**src/rtl/mem_arbiter.sv**
```systemverilog
// Two-port arbiter/sequencer in front of a 32x8 single-port synchronous-read memory.
// Serialises port requests into IDLE -> ISSUE (-> RESP) accesses and returns read data per port.
module mem_arbiter #(
    parameter int AW        = 5,
    parameter int DW        = 8,
    parameter int FIXED_PRI = 0,
    parameter int MAX_WAIT  = 4
) (
    input  logic          clk,
    input  logic          rst,
    input  logic          m0_req,
    input  logic          m0_we,
    input  logic [AW-1:0] m0_addr,
    input  logic [DW-1:0] m0_wdata,
    output logic          m0_gnt,
    output logic          m0_rvalid,
    output logic [DW-1:0] m0_rdata,
    input  logic          m1_req,
    input  logic          m1_we,
    input  logic [AW-1:0] m1_addr,
    input  logic [DW-1:0] m1_wdata,
    output logic          m1_gnt,
    output logic          m1_rvalid,
    output logic [DW-1:0] m1_rdata,
    output logic [AW-1:0] mem_addr,
    output logic [DW-1:0] mem_data_in,
    output logic          mem_rd,
    output logic          mem_wr,
    input  logic [DW-1:0] mem_data_out,
    output logic          busy
);

    localparam logic [1:0] S_IDLE  = 2'd0;
    localparam logic [1:0] S_ISSUE = 2'd1;
    localparam logic [1:0] S_RESP  = 2'd2;
    localparam logic [3:0] WAIT_LIM = 4'(MAX_WAIT);

    logic [1:0]    r_state;
    logic          r_win;
    logic          r_we;
    logic          r_last;
    logic [3:0]    r_wait_cnt;
    logic          r_busy;
    logic          r_m0_gnt, r_m1_gnt;
    logic          r_m0_rvalid, r_m1_rvalid;
    logic [DW-1:0] r_m0_rdata, r_m1_rdata;
    logic [AW-1:0] r_mem_addr;
    logic [DW-1:0] r_mem_data_in;
    logic          r_mem_rd, r_mem_wr;

    logic          w_any;
    logic          w_tie;
    logic          w_win;
    logic          w_we;
    logic [AW-1:0] w_addr;
    logic [DW-1:0] w_wdata;

    // Winner selection: a lone requester always wins; ties go by mode.
    always_comb begin
        w_any = m0_req | m1_req;
        w_tie = m0_req & m1_req;
        w_win = m1_req;
        if (w_tie) begin
            if (FIXED_PRI != 0) w_win = (r_wait_cnt == WAIT_LIM);
            else                w_win = ~r_last;
        end
        w_we    = w_win ? m1_we    : m0_we;
        w_addr  = w_win ? m1_addr  : m0_addr;
        w_wdata = w_win ? m1_wdata : m0_wdata;
    end

    always_ff @(posedge clk or posedge rst) begin
        if (rst) begin
            r_state       <= S_IDLE;
            r_win         <= 1'b0;
            r_we          <= 1'b0;
            r_last        <= 1'b1;
            r_wait_cnt    <= 4'd0;
            r_busy        <= 1'b0;
            r_m0_gnt      <= 1'b0;
            r_m1_gnt      <= 1'b0;
            r_m0_rvalid   <= 1'b0;
            r_m1_rvalid   <= 1'b0;
            r_m0_rdata    <= '0;
            r_m1_rdata    <= '0;
            r_mem_addr    <= '0;
            r_mem_data_in <= '0;
            r_mem_rd      <= 1'b0;
            r_mem_wr      <= 1'b0;
        end else begin
            r_m0_gnt    <= 1'b0;
            r_m1_gnt    <= 1'b0;
            r_m0_rvalid <= 1'b0;
            r_m1_rvalid <= 1'b0;
            case (r_state)
                S_IDLE: begin
                    if (w_any) begin
                        r_state       <= S_ISSUE;
                        r_busy        <= 1'b1;
                        r_win         <= w_win;
                        r_we          <= w_we;
                        r_mem_addr    <= w_addr;
                        r_mem_data_in <= w_wdata;
                        r_mem_rd      <= ~w_we;
                        r_mem_wr      <= w_we;
                        r_m0_gnt      <= ~w_win;
                        r_m1_gnt      <= w_win;
                        r_last        <= w_win;
                        // Port 1 loss count only matters in fixed mode; it never exceeds the limit.
                        if (FIXED_PRI != 0) begin
                            if (w_win)
                                r_wait_cnt <= 4'd0;
                            else if (w_tie && r_wait_cnt < WAIT_LIM)
                                r_wait_cnt <= r_wait_cnt + 4'd1;
                        end
                    end
                end
                S_ISSUE: begin
                    r_mem_rd <= 1'b0;
                    r_mem_wr <= 1'b0;
                    if (r_we) begin
                        r_state <= S_IDLE;
                        r_busy  <= 1'b0;
                    end else begin
                        r_state <= S_RESP;
                    end
                end
                S_RESP: begin
                    if (r_win) begin
                        r_m1_rdata  <= mem_data_out;
                        r_m1_rvalid <= 1'b1;
                    end else begin
                        r_m0_rdata  <= mem_data_out;
                        r_m0_rvalid <= 1'b1;
                    end
                    r_state <= S_IDLE;
                    r_busy  <= 1'b0;
                end
                default: begin
                    r_state  <= S_IDLE;
                    r_busy   <= 1'b0;
                    r_mem_rd <= 1'b0;
                    r_mem_wr <= 1'b0;
                end
            endcase
        end
    end

    assign m0_gnt      = r_m0_gnt;
    assign m1_gnt      = r_m1_gnt;
    assign m0_rvalid   = r_m0_rvalid;
    assign m1_rvalid   = r_m1_rvalid;
    assign m0_rdata    = r_m0_rdata;
    assign m1_rdata    = r_m1_rdata;
    assign mem_addr    = r_mem_addr;
    assign mem_data_in = r_mem_data_in;
    assign mem_rd      = r_mem_rd;
    assign mem_wr      = r_mem_wr;
    assign busy        = r_busy;

endmodule

```
**config.mk**
```make
export PLATFORM = sky130hd
export DESIGN_NAME = mem_arbiter
export DESIGN_NICKNAME = d
export VERILOG_FILES = /design/src/rtl/mem_arbiter.sv
export SDC_FILE = /design/constraint.sdc
export NUM_CORES = 1
export LEC_CHECK = 0
export CORE_ASPECT_RATIO = 0.8
export CORE_UTILIZATION = 41
export DETAILED_ROUTE_END_ITERATION = 16
export PLACE_DENSITY = 0.81
export SLEW_MARGIN = 20
export SYNTH_ARGS = -nofsm -noshare
export SYNTH_HDL_FRONTEND = slang
export SYNTH_SLANG_ARGS = --single-unit
export TNS_END_PERCENT = 50
```
**constraint.sdc**
```tcl
create_clock -name clk -period 2 [get_ports clk]
set_input_delay 0.2 -clock clk [delete_from_list [all_inputs] [get_ports clk]]
set_output_delay 0.2 -clock clk [all_outputs]
set_load 0.1 [all_outputs]
```
==> results.cfg <==
[outcome]
run_status = finished, final reports clean

[sta]
period_minus_slack_ps = 1680
hold_viol_final = 0
slew_headroom = 0.659
clock_skew_ps = 5.18
setup_viol = 0
max_freq_mhz = 595
worst_pin_slew_ps = 512
rsz0062_at_grt = false
tns_ps = 0
min_period_over_period = 0.840
drv_slew = 0

[finish]
drive_gt1_frac = 0.317
final_common_cell = buf_4
area.growth.synth_to_final_pct = 48.6
nets = 244
n_antenna_cell = 0
stdcell_count = 260
post-route-util = 0.645
mostFrequentLayoutCells = buf_4, dfrtp_1, clkdlybuf4s50_1

[synth]
synth_area_um2 = 1660
synth_top_family_by_area = multiplexers
synth-compound-area-share = 0.122
synthSimpleGateAreaFrac = 0.0399
synth_xor_area_frac = 0
synthDistinctLibCells = 24
synth_warnings = 0
seq_area_frac_synth = 0.618
syn-instance-count = 123
avgSynthCellArea_um2 = 13.5
synthAdderAreaFrac = 0
synthMuxAreaShare = 0.187
synth_seq_cells = 41
syn_nets = 163

[floorplan]
rows = 20
ioPinCount = 76
die_x_um = 73.2
dieArea_um2 = 4310
core_um2 = 3830
initial_utilization = 0.434
die_y_um = 58.9

[global_route]
grt-ovfl-total = 0
grt_pass1_vias = 1324
track_usage = 0.193
grt_pass1_wl_mm = 6.06
antenna_found_initial = 0
grt_max_degree = 42

[clock_network]
clkLatencyLatePin_ps = 290
cts_made_buffers = 5
clock_path_buffers = 2
cts_root_buf = clkbuf_8
clock_sinks = 41
hold_buffers = 0
cts_resized = 0
cts_setup_buffers = 0
clkSlewWorstSetupHoldPaths_ps = 70
ctsHtreeMaxLevel = 2
tritoncts = yes

[routing]
wirelength_mm = 3.74
drt.antenna.violating_nets = 0
drt-initial-drc-count = 53
num_vias = 1271
firstDrtPassIters = 4
routedWlPerCell_um = 14.4
drc = 0
vias_per_cell = 4.89

[run]
max_cap_violations = 0

[setup_path]
r2r_start = r_state[0]$_DFFE_PP0P_
path_class = reg2reg
arrival_ps = 1850
path_cells = or2_4 > or2_0 > a221o_1
cp_data_required_time_ps = 2170
reg2reg_slack_ps = 320
worst_setup_path_start_kind = flop
critical_path_peak_fanout = 15
r2r_cells = 3
r2r_end = mem_data_in[7]$_DFFE_PP0P_
cpMaxStageDelayCell = dfrtp_1
end_kind = flop
critical-path-max-stage-delay_ps = 420

[place]
gp_congestion = 0.738
io_buffers = 75
hpwl_mm = 2.83
dp_cells = 252

[hold_path]
hold_path.class = in2async
-- sequential cells by signal (all words and copies together) (netlist names), 2 cells and up --
name / flops
mem_data_in: 8
m1_rdata: 8
m0_rdata: 8
r_state: 2
mem_addr: 5
-- cell type report --
cell class	instances	area, um2
clock buffers	8	80.1
multi-input cells	72	579
well taps	55	68.8
inverters	4	15.0
flip-flops and latches	41	1030
fillers	292	1360
repair buffers	80	698
-- stage by stage --
stage | hold WS [ps] | cell area (um2) | worst slack [ps]
floorplan | 346 | 1660 | 550
global placement | 446 | 2390 | 388
detailed placement | 443 | 2390 | 242
CTS | 368 | 2470 | 329
global route | 401 | 2470 | 219
finish | 343 | 2470 | 321
-- critical path, delay by kind of cell (launching register included) --
family           cells  cell delay (ps)
AND/OR/NAND/NOR      2              720
flip-flops           1              420
AO/OA/AOI/OAI        1              420
-- kinds of logic after synthesis --
group,count (synthesis)
AND/OR/NAND/NOR,10
AO/OA/AOI/OAI,33
multiplexers,29
buffers and inverters,10
flip-flops,41
-- worst max path at each step --
stage / start / endpoint / slack (ps)
finish: r_state[0]$_DFFE_PP0P_ / mem_data_in[7]$_DFFE_PP0P_ / 320
CTS: r_state[0]$_DFFE_PP0P_ / mem_data_in[7]$_DFFE_PP0P_ / 330
global placement: m1_req / mem_rd$_DFFE_PP0P_ / 390
global route: r_state[0]$_DFFE_PP0P_ / mem_data_in[2]$_DFFE_PP0P_ / 220
floorplan: r_state[0]$_DFFE_PP0P_ / mem_addr[4]$_DFFE_PP0P_ / 550
detailed placement: m1_req / mem_rd$_DFFE_PP0P_ / 240
-- cells in the mapped netlist --
| master | n | area share |
|---|---|---|
| clkbuf_1 | 2 | 0.0045 |
| mux2_2 | 16 | 0.11 |
| nor4b_1 | 2 | 0.011 |
| nand3b_1 | 1 | 0.0045 |
| a21bo_1 | 1 | 0.0060 |
| dfrtp_1 | 40 | 0.60 |
| nor2_1 | 3 | 0.0068 |
| buf_2 | 2 | 0.0060 |
| o21a_1 | 1 | 0.0045 |
| a21o_1 | 2 | 0.0090 |
| inv_1 | 4 | 0.0090 |
| o21ai_0 | 22 | 0.066 |
| nor3b_1 | 2 | 0.0090 |
| o21ba_2 | 1 | 0.0060 |
| or2_0 | 1 | 0.0038 |
| a22o_1 | 1 | 0.0053 |
| o2bb2ai_1 | 1 | 0.0053 |
| a221o_1 | 2 | 0.012 |
| a21oi_1 | 1 | 0.0030 |
| dfstp_2 | 1 | 0.016 |
| mux2i_1 | 13 | 0.078 |
| a21boi_0 | 1 | 0.0045 |
| or2_4 | 1 | 0.0053 |
| buf_6 | 2 | 0.014 |
-- routing by layer --
metal,share of wire,GRT usage
met3,0.045,0.0479
met4,0.028,0.104
met5,0,0
met1,0.42,0.230
met2,0.51,0.325
Power is left out: the tool's default activity adds up to more than one toggle a clock period on the data nets, which glitch-free logic cannot reach.
